File: src/rtl/drp_resp_pkg.sv
// Shared address map, reset constants and FSM state encoding for the DRP result responder.
package drp_resp_pkg;

  localparam logic [6:0]  RESULT_BASE    = 7'h00;
  localparam logic [6:0]  CONFIG_BASE    = 7'h40;
  localparam logic [6:0]  ALARM_THR_ADDR = 7'h4F;
  localparam int          RESULT_CNT     = 32;
  localparam int          CONFIG_CNT     = 16;
  localparam logic [15:0] ALARM_THR_RST  = 16'hFFFF;

  typedef enum logic [1:0] {
    IDLE = 2'd0,
    WAIT = 2'd1,
    RESP = 2'd2
  } drp_state_e;

endpackage

File: src/rtl/drp_result_responder_if.sv
// DRP access bus plus conversion sample port; master is the initiator/converter side.
interface drp_result_responder_if #(
  parameter int DADDR_W = 7,
  parameter int DATA_W  = 16
);
  logic               den_in;
  logic               dwe_in;
  logic [DADDR_W-1:0] daddr_in;
  logic [DATA_W-1:0]  di_in;
  logic [DATA_W-1:0]  do_out;
  logic               drdy_out;
  logic               busy_out;
  logic               sample_valid;
  logic [4:0]         sample_ch;
  logic [DATA_W-1:0]  sample_data;
  logic               eoc_out;
  logic [4:0]         channel_out;

  modport master (
    output den_in, dwe_in, daddr_in, di_in,
    output sample_valid, sample_ch, sample_data,
    input  do_out, drdy_out, busy_out, eoc_out, channel_out
  );

  modport slave (
    input  den_in, dwe_in, daddr_in, di_in,
    input  sample_valid, sample_ch, sample_data,
    output do_out, drdy_out, busy_out, eoc_out, channel_out
  );
endinterface

File: src/rtl/drp_result_responder_alarm_cmp.sv
// Registered unsigned threshold compare, refreshed on each sample and held in between.
module drp_alarm_cmp #(
  parameter int DATA_W = 16
) (
  input  logic              clk_i,
  input  logic              rst_i,
  input  logic              sample_vld_i,
  input  logic [DATA_W-1:0] sample_dat_i,
  input  logic [DATA_W-1:0] thr_i,
  output logic              alarm_o
);

  logic alarm_q, alarm_d;

  always_comb begin
    alarm_d = alarm_q;
    if (sample_vld_i) alarm_d = (sample_dat_i > thr_i);
  end

  always_ff @(posedge clk_i) begin
    if (rst_i) alarm_q <= 1'b0;
    else       alarm_q <= alarm_d;
  end

  assign alarm_o = alarm_q;

endmodule

File: src/rtl/drp_result_responder.sv
// Soft XADC-style DRP responder: result/config register bank with fixed-latency drdy and EOC pulses.
// Threshold alarm is built only when DRP_RESP_ALARM_EN is defined; otherwise alarm_out is tied low.
module drp_result_responder
  import drp_resp_pkg::*;
#(
  parameter int DADDR_W  = 7,
  parameter int DATA_W   = 16,
  parameter int READ_LAT = 2
) (
  input  logic                    CLK100MHZ,
  input  logic                    reset_in,
  drp_result_responder_if.slave   bus,
  output logic                    err_out,
  output logic                    alarm_out
);

  localparam logic [1:0]         ST_IDLE  = 2'(IDLE);
  localparam logic [1:0]         ST_WAIT  = 2'(WAIT);
  localparam logic [1:0]         ST_RESP  = 2'(RESP);
  localparam logic [DADDR_W-1:0] RES_BASE = DADDR_W'(RESULT_BASE);
  localparam logic [DADDR_W-1:0] CFG_BASE = DADDR_W'(CONFIG_BASE);
  localparam logic [3:0]         THR_IDX  = ALARM_THR_ADDR[3:0];
  localparam logic [3:0]         LAT_M1   = 4'(READ_LAT - 1);

  logic [1:0]         state_q, state_d;
  logic [3:0]         cnt_q, cnt_d;
  logic [DADDR_W-1:0] addr_q, addr_d;
  logic               we_q, we_d;
  logic [DATA_W-1:0]  wdat_q, wdat_d;
  logic [DATA_W-1:0]  rdat_q, rdat_d;
  logic [DATA_W-1:0]  do_q, do_d;
  logic               drdy_q, drdy_d;
  logic               busy_q, busy_d;
  logic               err_q, err_d;
  logic               eoc_q, eoc_d;
  logic [4:0]         chan_q, chan_d;

  logic [DATA_W-1:0]  res_q [RESULT_CNT];
  logic [DATA_W-1:0]  cfg_q [CONFIG_CNT];

  logic               accept;
  logic               acc_is_res;
  logic               acc_is_cfg;
  logic               cap_is_cfg;
  logic               cfg_wr_en;
  logic [DATA_W-1:0]  rd_mux;

  // Both windows are naturally aligned, so decode is an upper-bit match.
  assign acc_is_res = (bus.daddr_in[DADDR_W-1:5] == RES_BASE[DADDR_W-1:5]);
  assign acc_is_cfg = (bus.daddr_in[DADDR_W-1:4] == CFG_BASE[DADDR_W-1:4]);
  assign cap_is_cfg = (addr_q[DADDR_W-1:4] == CFG_BASE[DADDR_W-1:4]);
  assign accept     = (state_q == ST_IDLE) && bus.den_in;
  assign cfg_wr_en  = (state_q == ST_RESP) && we_q && cap_is_cfg;

  // Sampled before this cycle's sample write lands, so a colliding read sees the old value.
  always_comb begin
    rd_mux = '0;
    if (acc_is_res)      rd_mux = res_q[bus.daddr_in[4:0]];
    else if (acc_is_cfg) rd_mux = cfg_q[bus.daddr_in[3:0]];
  end

  always_comb begin
    state_d = state_q;
    cnt_d   = cnt_q;
    addr_d  = addr_q;
    we_d    = we_q;
    wdat_d  = wdat_q;
    rdat_d  = rdat_q;
    err_d   = err_q;
    case (state_q)
      ST_IDLE: begin
        if (bus.den_in) begin
          addr_d = bus.daddr_in;
          we_d   = bus.dwe_in;
          wdat_d = bus.di_in;
          rdat_d = rd_mux;
          cnt_d  = LAT_M1;
          if (READ_LAT == 1) state_d = ST_RESP;
          else               state_d = ST_WAIT;
          if (bus.dwe_in && acc_is_res) err_d = 1'b1;
        end
      end
      ST_WAIT: begin
        cnt_d = cnt_q - 4'd1;
        if (cnt_q == 4'd1) state_d = ST_RESP;
        if (bus.den_in) err_d = 1'b1;
      end
      ST_RESP: begin
        state_d = ST_IDLE;
        if (bus.den_in) err_d = 1'b1;
      end
      default: state_d = ST_IDLE;
    endcase
  end

  always_comb begin
    drdy_d = (state_d == ST_RESP);
    busy_d = (state_d != ST_IDLE);
    do_d   = do_q;
    // With single-cycle latency the capture and the response share one edge.
    if (state_d == ST_RESP) do_d = (state_q == ST_IDLE) ? rd_mux : rdat_q;
    eoc_d  = bus.sample_valid;
    chan_d = bus.sample_valid ? bus.sample_ch : chan_q;
  end

  always_ff @(posedge CLK100MHZ) begin
    if (reset_in) begin
      state_q <= ST_IDLE;
      cnt_q   <= '0;
      addr_q  <= '0;
      we_q    <= 1'b0;
      wdat_q  <= '0;
      rdat_q  <= '0;
      do_q    <= '0;
      drdy_q  <= 1'b0;
      busy_q  <= 1'b0;
      err_q   <= 1'b0;
      eoc_q   <= 1'b0;
      chan_q  <= '0;
    end else begin
      state_q <= state_d;
      cnt_q   <= cnt_d;
      addr_q  <= addr_d;
      we_q    <= we_d;
      wdat_q  <= wdat_d;
      rdat_q  <= rdat_d;
      do_q    <= do_d;
      drdy_q  <= drdy_d;
      busy_q  <= busy_d;
      err_q   <= err_d;
      eoc_q   <= eoc_d;
      chan_q  <= chan_d;
    end
  end

  always_ff @(posedge CLK100MHZ) begin
    if (reset_in) begin
      for (int i = 0; i < RESULT_CNT; i++) res_q[i] <= '0;
      for (int i = 0; i < CONFIG_CNT; i++) cfg_q[i] <= '0;
      cfg_q[THR_IDX] <= DATA_W'(ALARM_THR_RST);
    end else begin
      if (bus.sample_valid) res_q[bus.sample_ch] <= bus.sample_data;
      if (cfg_wr_en)        cfg_q[addr_q[3:0]]   <= wdat_q;
    end
  end

  assign bus.do_out      = do_q;
  assign bus.drdy_out    = drdy_q;
  assign bus.busy_out    = busy_q;
  assign bus.eoc_out     = eoc_q;
  assign bus.channel_out = chan_q;
  assign err_out         = err_q;

`ifdef DRP_RESP_ALARM_EN
  drp_alarm_cmp #(
    .DATA_W(DATA_W)
  ) u_alarm_cmp (
    .clk_i        (CLK100MHZ),
    .rst_i        (reset_in),
    .sample_vld_i (bus.sample_valid),
    .sample_dat_i (bus.sample_data),
    .thr_i        (cfg_q[THR_IDX]),
    .alarm_o      (alarm_out)
  );
`else
  assign alarm_out = 1'b0;
`endif

endmodule

File: src/flat_wrapper.sv
// flat-port wrapper written by rule: the top's interface ports become plain ports
module drp_result_responder_flat import drp_resp_pkg::*;
#(
  parameter int DADDR_W  = 7,
  parameter int DATA_W   = 16,
  parameter int READ_LAT = 2
)
  (CLK100MHZ, reset_in, err_out, alarm_out, bus_den_in, bus_dwe_in, bus_daddr_in, bus_di_in, bus_sample_valid, bus_sample_ch, bus_sample_data, bus_do_out, bus_drdy_out, bus_busy_out, bus_eoc_out, bus_channel_out);
  drp_result_responder_if #(.DADDR_W(DADDR_W), .DATA_W(DATA_W)) bus_i ();
  input  logic CLK100MHZ;
  input  logic reset_in;
  output logic err_out;
  output logic alarm_out;
  input wire logic [$bits(bus_i.den_in)-1:0] bus_den_in;
  input wire logic [$bits(bus_i.dwe_in)-1:0] bus_dwe_in;
  input wire logic [$bits(bus_i.daddr_in)-1:0] bus_daddr_in;
  input wire logic [$bits(bus_i.di_in)-1:0] bus_di_in;
  input wire logic [$bits(bus_i.sample_valid)-1:0] bus_sample_valid;
  input wire logic [$bits(bus_i.sample_ch)-1:0] bus_sample_ch;
  input wire logic [$bits(bus_i.sample_data)-1:0] bus_sample_data;
  output wire logic [$bits(bus_i.do_out)-1:0] bus_do_out;
  output wire logic [$bits(bus_i.drdy_out)-1:0] bus_drdy_out;
  output wire logic [$bits(bus_i.busy_out)-1:0] bus_busy_out;
  output wire logic [$bits(bus_i.eoc_out)-1:0] bus_eoc_out;
  output wire logic [$bits(bus_i.channel_out)-1:0] bus_channel_out;
  assign bus_i.den_in = bus_den_in;
  assign bus_i.dwe_in = bus_dwe_in;
  assign bus_i.daddr_in = bus_daddr_in;
  assign bus_i.di_in = bus_di_in;
  assign bus_i.sample_valid = bus_sample_valid;
  assign bus_i.sample_ch = bus_sample_ch;
  assign bus_i.sample_data = bus_sample_data;
  assign bus_do_out = bus_i.do_out;
  assign bus_drdy_out = bus_i.drdy_out;
  assign bus_busy_out = bus_i.busy_out;
  assign bus_eoc_out = bus_i.eoc_out;
  assign bus_channel_out = bus_i.channel_out;
  drp_result_responder #(.DADDR_W(DADDR_W), .DATA_W(DATA_W), .READ_LAT(READ_LAT)) u_core (.CLK100MHZ(CLK100MHZ), .reset_in(reset_in), .bus(bus_i), .err_out(err_out), .alarm_out(alarm_out));
endmodule
File: config.mk
export PLATFORM = sky130hd
export DESIGN_NAME = drp_result_responder_flat
export DESIGN_NICKNAME = d
export VERILOG_FILES = /design/src/rtl/drp_resp_pkg.sv /design/src/rtl/drp_result_responder_if.sv /design/src/rtl/drp_result_responder_alarm_cmp.sv /design/src/rtl/drp_result_responder.sv /design/src/flat_wrapper.sv
export SDC_FILE = /design/constraint.sdc
export NUM_CORES = 1
export LEC_CHECK = 0
export ABC_CLOCK_PERIOD_IN_PS = 2800
export CORE_ASPECT_RATIO = 1.2
export CORE_MARGIN = 2
export CORE_UTILIZATION = 58
export CTS_BUF_LIST = sky130_fd_sc_hd__clkbuf_4 sky130_fd_sc_hd__clkbuf_8
export DETAILED_ROUTE_END_ITERATION = 8
export GPL_TIMING_DRIVEN = 0
export HOLD_SLACK_MARGIN = 0.15
export PLACE_DENSITY = 0.78
export SKIP_LAST_GASP = 1
export SYNTH_ARGS = -nofsm -noshare
export SYNTH_HDL_FRONTEND = slang
export SYNTH_SLANG_ARGS = --single-unit
File: constraint.sdc
create_clock -name CLK100MHZ -period 2.8 [get_ports CLK100MHZ]
set_clock_uncertainty 0.2 [all_clocks]
set_input_delay 0.42 -clock CLK100MHZ [delete_from_list [all_inputs] [get_ports CLK100MHZ]]
set_output_delay 0.42 -clock CLK100MHZ [all_outputs]
set_load 0.02 [all_outputs]
==> metrics.csv <==
stage,metric,value,unit
synthesis,synth_compound_area_share,4.375,%
pwr,power.share.switching,24.98,%
synthesis,ys.flop_type,edfxtp_1,
detailed_routing,vias,24790,
grt,track_usage,33.63,%
clock_tree,clkTransAtPathRegs,0.06,ns
outcome,run_status,finished with violations,
synthesis,yosys.area_share.simple,16.33,%
clock_tree,htreeDepth,4,
cells_and_area,final_cell_mix,"edfxtp_1, and2_1, mux4_2",
synthesis,synth_top_family_by_area,simple AND/OR/NAND/NOR gates,
pwr,clock_power_share,37.6,%
sta,worstMarginPinSlew,1.448,ns
setup_path,worst_ep_arrival_time,3.23,ns
synthesis,ys_seq_area_share,63.84,%
pwr,vdd_ir_drop_max,463.0,µV
cells_and_area,nets,2958,
placed_design,portBuffers,65,
synthesis,async_flop_share,0,%
synthesis,syn_nets,2696,
pwr,power.net_switching,6.848,mW
synthesis,yosys_warnings,0,
sta,hold-worst-slack,0.1974,ns
cells_and_area,final_common_cell,edfxtp_1,
placed_design,place_inst,3547,
pwr,power.internal,20.56,mW
synthesis,ys_types,59,
clock_tree,cts_root_buf,clkbuf_8,
detailed_routing,wl_per_cell,29.94,µm
setup_path,path_class,in -> reg,
sta,layout_min_cycle_time,3.009,ns
placed_design,place_congestion,0.9829,
sta,slew_headroom,3.459,%
cells_and_area,fin_cells,3846,
setup_path,r2r_cells,8,
sta,rsz0062_at_grt,yes,
pwr,powerDensity,630.0,mW/mm²
cells_and_area,fin_area,0.04351,mm²
synthesis,synth_fa_ha_area_share,0.1631,%
detailed_routing,first_iter_violations,3078,
synthesis,synth_area_per_cell,14.52,µm²
sta,fmax,332.4,MHz
sta,worst_slack,-0.2086,ns
sta,setup_viol,171,
synthesis,syn_inst,2642,
die,core_area,0.06560,mm²
clock_tree,clockBufferDepth,3,
setup_path,slowest_delay,0.69,ns
die,die_w,238.7,µm
detailed_routing,wl,115100,µm
clock_tree,cts_tree,built,
grt,grt_max_degree,17,
die,row_count,103,
clock_tree,clock_latency,0.81,ns
hold_path,min_path_cells,3,
sta,min_period_over_period,107.5,%
synthesis,synth-edff-count,768,
hold_path,hold_path.class,in -> reg,
die,start_util,58.46,%
die,dieArea,0.06820,mm²
grt,grt_overflow,0,
pwr,p_comb_share,9.4,%
setup_path,endpoint_kind,register,
setup_path,cp_max_fo,16,
clock_tree,cts_buffers,132,
setup_path,crit_path_top_delay_cell,nor2_1,
grt,grt_pass1_vias,25150,
setup_path,cp.required,3.02,ns
synthesis,muxShareOfSynthArea,12.38,%
setup_path,startpoint_type,input port,
die,die_h,285.7,µm
die,io_pins,75,
placed_design,pre_cts_ws,-1.374,ns
sta,setup_tns,-14.98,ns
placed_design,placed_area,0.04006,mm²
sta,hold_viol,0,
clock_tree,cts.sinks,839,
detailed_routing,drc,0,
placed_design,dpl.hpwl,77850,µm
synthesis,synth-seq-cells,839,
synthesis,syn-cell-area,0.03835,mm²
pwr,pwr-share-seq,52.9,%
detailed_routing,viasPerCell,6.446,
cells_and_area,area.growth.synth_to_final,13.45,%
setup_path,crit_chain,buf_4 -> dlygate4sd3_1 -> nor2b_1 -> clkbuf_1 -> nand3_1 -> nor2_1 -> or2_2,
job,cap_violations,0,
detailed_routing,firstDrtPassIters,9,
grt,grt_pass1_wl,162500,µm
setup_path,r2r_slack,0.02,ns
detailed_routing,ant_nets,0,
grt,antenna_found_initial,8,
sta,slew_viol_final,0,
pwr,p_leak,15.36,nW
synthesis,synth_xor_area_share,0,%
outcome,violations,setup timing,
cells_and_area,drive_above_1_share,21.50,%
-- registers in the layout, indices dropped and copies added, names as in the netlist, 4 cells and up --
name	cells
u_core.rdat_q	16
u_core.res_q	512
u_core.wdat_q	16
u_core.bus.channel_out	5
u_core.addr_q	7
u_core.bus.do_out	16
u_core.cnt_q	4
u_core.cfg_q	256
-- power groups by stage --
stage          logic, mW  clock network [mW]  registers (mW)
2_1_floorplan       1.43                   0            14.7
3_3_place_gp        2.34                   0            14.7
3_5_place_dp        2.39                   0            14.8
4_1_cts             2.46                10.3            14.5
5_1_grt             2.66                10.8            14.6
6_report            2.58                10.3            14.5
-- synthesized netlist by cell type (5+ instances only) --
| cell | number | area, µm² |
|---|---|---|
| edfxtp_1 | 768 | 23060 |
| and2_1 | 754 | 4717 |
| mux4_2 | 160 | 3603 |
| clkbuf_1 | 155 | 581.8 |
| nand2_1 | 104 | 390.4 |
| mux2i_1 | 83 | 830.8 |
| nor2_1 | 74 | 277.8 |
| dfxtp_1 | 71 | 1421 |
| or2_2 | 54 | 337.8 |
| a21oi_1 | 49 | 245.2 |
| a211oi_1 | 47 | 352.8 |
| a221oi_1 | 41 | 359.1 |
| mux2_2 | 28 | 315.3 |
| buf_2 | 27 | 135.1 |
| o21ai_0 | 22 | 110.1 |
| buf_4 | 21 | 157.7 |
| o211ai_1 | 18 | 135.1 |
| or3_1 | 18 | 112.6 |
| a221oi_2 | 17 | 255.2 |
| o21ai_1 | 12 | 60.06 |
| nor2b_1 | 11 | 68.82 |
| buf_6 | 10 | 112.6 |
| nand3_1 | 10 | 50.05 |
| clkbuf_2 | 8 | 40.04 |
| inv_1 | 8 | 30.03 |
| nor2_2 | 8 | 50.05 |
| nand3b_1 | 7 | 52.55 |
| ha_1 | 5 | 62.56 |
| nor3_1 | 5 | 25.02 |
-- logic make-up after synthesis --
kind of cell	count (synthesis)
AO/OA/AOI/OAI	226
adder cells (fa/ha/maj)	5
buffers and inverters	235
flip-flops	839
multiplexers	271
other	1
AND/OR/NAND/NOR	1065
-- metrics by stage --
stage               utilization, %  power, mW
floorplan                        -      16.10
CTS                          65.62      27.23
detailed placement           61.06      17.15
global placement             61.06      17.05
global route                 66.33      28.01
finish                       66.33      27.41
-- layout make-up --
cell class                      count  area (µm²)
Sequential cell                   839       24480
Antenna cell                        1       2.502
Clock buffer                      182        2242
Multi-Input combinational cell   1576       13090
Buffer                            226        1115
Timing Repair Buffer              120        1174
Tap cell                          840        1051
Clock inverter                     53       315.3
Inverter                            9       36.28
Fill cell                        4559       22090
-- worst max-delay path, delay by kind of cell --
kind | cells | cell delay (ns)
buffers and inverters | 3 | 0.96
and+or+nand+nor | 4 | 1.82
-- final timing paths --
| check | start | to |
|---|---|---|
| hold / removal | bus_sample_ch[0] | u_core.bus.channel_out[0] |
| setup / recovery | bus_sample_valid | u_core.res_q[19][9] |
| hold reg to reg | u_core.we_q | u_core.we_q |
| setup reg to reg | u_core.state_q[0] | u_core.cfg_q[9][10] |
-- timing repair --
action,4_1_cts,5_1_grt
gates cloned,0,8
endpoints found under the setup margin,333,1115
hold endpoints to repair,27,0
pin swaps,1,9
buffers inserted,5,25
gates resized for setup,37,82
hold buffers,25,0
-- layer usage --
| layer | vias to the layer above | part of all wire [%] | global-route usage (%) |
|---|---|---|---|
| met2 | 1815 | 48 | 55.28 |
| li1 | 10250 | - | - |
| met1 | 12250 | 33 | 39.76 |
| met5 | - | 0.085 | 0.5638 |
| met3 | 469 | 11 | 8.135 |
| met4 | 8 | 7.6 | 21.56 |
No activity file was read; power rests on OpenSTA's default activity.
==> patch 1 (config.mk and constraints unchanged) <==
Build with the macro `DRP_RESP_ALARM_EN` defined.
--- a/src/rtl/drp_result_responder.sv
+++ b/src/rtl/drp_result_responder.sv
@@ -2,2 +2,4 @@
 // Threshold alarm is built only when DRP_RESP_ALARM_EN is defined; otherwise alarm_out is tied low.
+`define DRP_RESP_ALARM_EN
+
 module drp_result_responder
Function: not settled (the Yosys comparison gave no result); the edit may change what the design does.
==> patch 1 against the original RTL <==
- the flow still finishes with violations (negative setup slack)
- sequential cell count is 1 higher
- utilization increased by 0.067 points
- combinational power grew 8.5%
- wire length up 5.2%
- power rose by 1.6%
- design area is 1.9% higher
- setup slack gained 86 ps
- sequential share of layout area down 0.99 points
- fmax grew 3.0%
- area after synthesis is 1.5% higher
- register-to-register slack worse by 30 ps
- die area rose by 1.4%
==> patch 1: results (changes against the original RTL) <==
- Post-layout nets: 3,045 (was 2,958)
- DP Cell Count: 3,703 (was 3,547)
- CTS buffer count: 133 (was 132)
- Post-synthesis cell type count: 70 (was 59)
- Area share of fa/ha/maj cells after synthesis: 0.675% (was 0.163%)
- Compound-Gate Fraction of Synth Area: 4.45% (was 4.38%)
- Multi-input gate share of total cell area: 30.9% (was 30.1%)
- Synth area leaders: edfxtp_1, and2_1, mux4_2, mux2i_1, dfxtp_1 (was edfxtp_1, and2_1, mux4_2, dfxtp_1, mux2i_1)
- Signal buf overhead: 5.20% (was 5.26%)
- Setup WS pre-CTS: -1830 ps (was -1370 ps)
- Status: finished, violations left (unchanged)
- Critical path peak fanout: 10 (was 16)
- Actual slew at the worst max-slew pin: 1170 ps (was 1450 ps)
- Total track usage: 35.5% (was 33.6%)
- Seq_cells: 840 (was 839)
- Buffers, non-clock: 332 (was 346)
- Port Buffers: 66 (was 65)
- R2R Setup Slk: -10 ps (was 20 ps)
- Final GP Congestion: 0.960 (was 0.983)
- Drt first-iter violations: 3,117 (was 3,078)
- Routed wire length per instance: 30.5 um (was 29.9 um)
- Hold_sp: bus_den_in (was bus_sample_ch[0])
- Dpl cell area: 40,700 sq um (was 40,100 sq um)
- Crit. Startpoint: bus_daddr_in[2] (was bus_sample_valid)
- Cells after synthesis: 2,736 (was 2,642)
- Post-route setup slack: -122 ps (was -209 ps)
- Lkg Pwr: 15.8 nW (was 15.4 nW)
- ClkCell Share: 5.86% (was 5.88%)
- # fillers: 4,623 (was 4,559)
- Layout cell share with drive strength beyond 1: 19.4% (was 21.5%)
- Final setup viols: 19 (was 171)
- Failing checks: negative setup slack (unchanged)
- Antenna violations before repair: 4 (was 8)
- Multiplexer area fraction after synthesis: 12.2% (was 12.4%)
[patch 1: kinds of logic after synthesis]
group                    Yosys count
AND/OR/NAND/NOR                 1091
flip-flops                       840
multiplexers                     298
buffers and inverters            256
AO/OA/AOI/OAI                    230
adder cells (fa/ha/maj)           21
[patch 1: metrics by stage]
step | setup TNS, ps | hold slack [ps] | util (%)
floorplan | 0 | 236 | -
global placement | -704780 | 244 | 61.0
detailed placement | -774750 | 251 | 61.0
CTS | -30.1 | 161 | 66.2
global route | -2510 | 250 | 66.4
finish | -1070 | 203 | 66.4
[patch 1: what timing repair did]
item                                   4_1_cts  5_1_grt
setup endpoints to repair                  449      278
hold buffers                                26        0
resized for setup                          117       38
pin swaps                                    8        5
endpoints found under the hold margin       25        0
gates cloned                                 0        2
buffers inserted                            10        3
[patch 1: power by group]
group | switching, W | internal [W] | leakage [nW]
logic | 0.00182 | 0.000980 | 6.37
clock network | 0.00493 | 0.00558 | 1.39
registers | 0.000264 | 0.0143 | 8.05
total | 0.00701 | 0.0208 | 15.8
[patch 1: worst max-delay path: stages]
cell,delay (ps)
clkdlybuf4s50_1,570
buf_4,270
buf_4,340
mux4_2,370
nor2b_1,170
a211oi_2,620
a2111oi_4,110
buf_4,220
o221ai_1,190
a21oi_1,100
[patch 1: path summary, 6_finish.rpt]
| kind | endpoint |
|---|---|
| max | u_core.bus.do_out[9] |
| min | u_core.err_out |
| max reg2reg | u_core.cfg_q[10][2] |
| min reg2reg | u_core.bus.do_out[3] |
[patch 1: layer usage]
metal	track usage, %	vias up	share of wire [%]
met2	56.6	1646	48
met4	26.0	2	8.4
li1	-	10600	-
met5	0	-	0.0066
met3	8.82	465	10
met1	41.9	12500	34
==> patch 2 (same settings) <==
Made on the original files. Register the output `err_out` once more; this adds one clock of latency there. The other outputs are not delayed to match.
--- a/src/rtl/drp_result_responder.sv
+++ b/src/rtl/drp_result_responder.sv
@@ -151,3 +151,5 @@
   assign bus.channel_out = chan_q;
-  assign err_out         = err_q;
+  always_ff @(posedge CLK100MHZ) begin
+    err_out <= err_q;
+  end
 
Check against the original RTL: not settled (the Yosys comparison gave no result); the edit may change what the design does.
==> patch 2 against the original RTL <==
- the flow still finishes with violations (negative setup slack)
- sequential cell count up 1
- wire length down 3.1%
- design area down 0.30%
- power down 0.21%
- setup slack better by 72 ps
- critical path depth up 1
- area after synthesis about the same
- die area about the same
- critical path type unchanged
- largest cell class unchanged
- highest routed layer is now met4
==> patch 2: results (changes against the original RTL) <==
- Status: finished, violations left (unchanged)
- Failing checks: negative setup slack (unchanged)
- Post-route setup slack: -136 ps (was -209 ps)
- Final setup viols: 133 (was 171)
- Post-CTS Setup Inserts: 4 (was 5)
- Setup WS pre-CTS: -1350 ps (was -1370 ps)
- First-pass GRT wire length: 159 mm (was 162 mm)
- Utilization after layout: 66.1% (was 66.3%)
- Mapped Nets: 2,697 (was 2,696)
- Signal buf overhead: 5.06% (was 5.26%)
- Final GP Congestion: 0.971 (was 0.983)
- Post-Route WL: 112 mm (was 115 mm)
- Clk pwr share: 37.7% (was 37.6%)
- Pre-antenna DRT Iters: 7 (was 9)
- Multiplexer area fraction after synthesis: 12.4% (about the same)
- Sequential share of power: 53.1% (was 52.9%)
- DP Cell Count: 3,548 (was 3,547)
- Switch share: 24.8% (was 25.0%)
- # fillers: 4,512 (was 4,559)
- ClkCell Share: 5.86% (was 5.88%)
- Hold-fix buffers, CTS: 24 (was 25)
- Seq_cells: 840 (was 839)
- Synth area leaders: edfxtp_1, and2_1, mux4_2, dfxtp_1, mux2i_1 (unchanged)
- Arrival time of the worst setup path: 3400 ps (was 3230 ps)
- Tot Pwr: 0.0274 W (about the same)
- Post-layout nets: 2,942 (was 2,958)
- Clock Buffer Count: 171 (was 182)
- Peak supply drop: 0.000452 V (was 0.000463 V)
[patch 2: cell types whose count changed in the layout (fill, tap and decap cells not counted), moves of 3 or more]
| cell | before | now |
|---|---|---|
| buf_2 | 31 | 27 |
| buf_4 | 46 | 40 |
| clkbuf_2 | 23 | 27 |
| clkbuf_4 | 43 | 34 |
| clkinv_2 | 13 | 16 |
| nor2_1 | 54 | 48 |
| nor2_2 | 16 | 23 |
| or2_4 | 26 | 20 |
[patch 2: final timing paths]
path / slack, ps / cells past startpoint / end / from
max: -140 / 8 / u_core.res_q[15][10] / bus_sample_valid
max reg2reg: 30 / 8 / u_core.cfg_q[8][0] / u_core.state_q[0]
min: 160 / 0 / u_core.err_out / u_core.err_q
min reg2reg: 160 / 0 / u_core.err_out / u_core.err_q
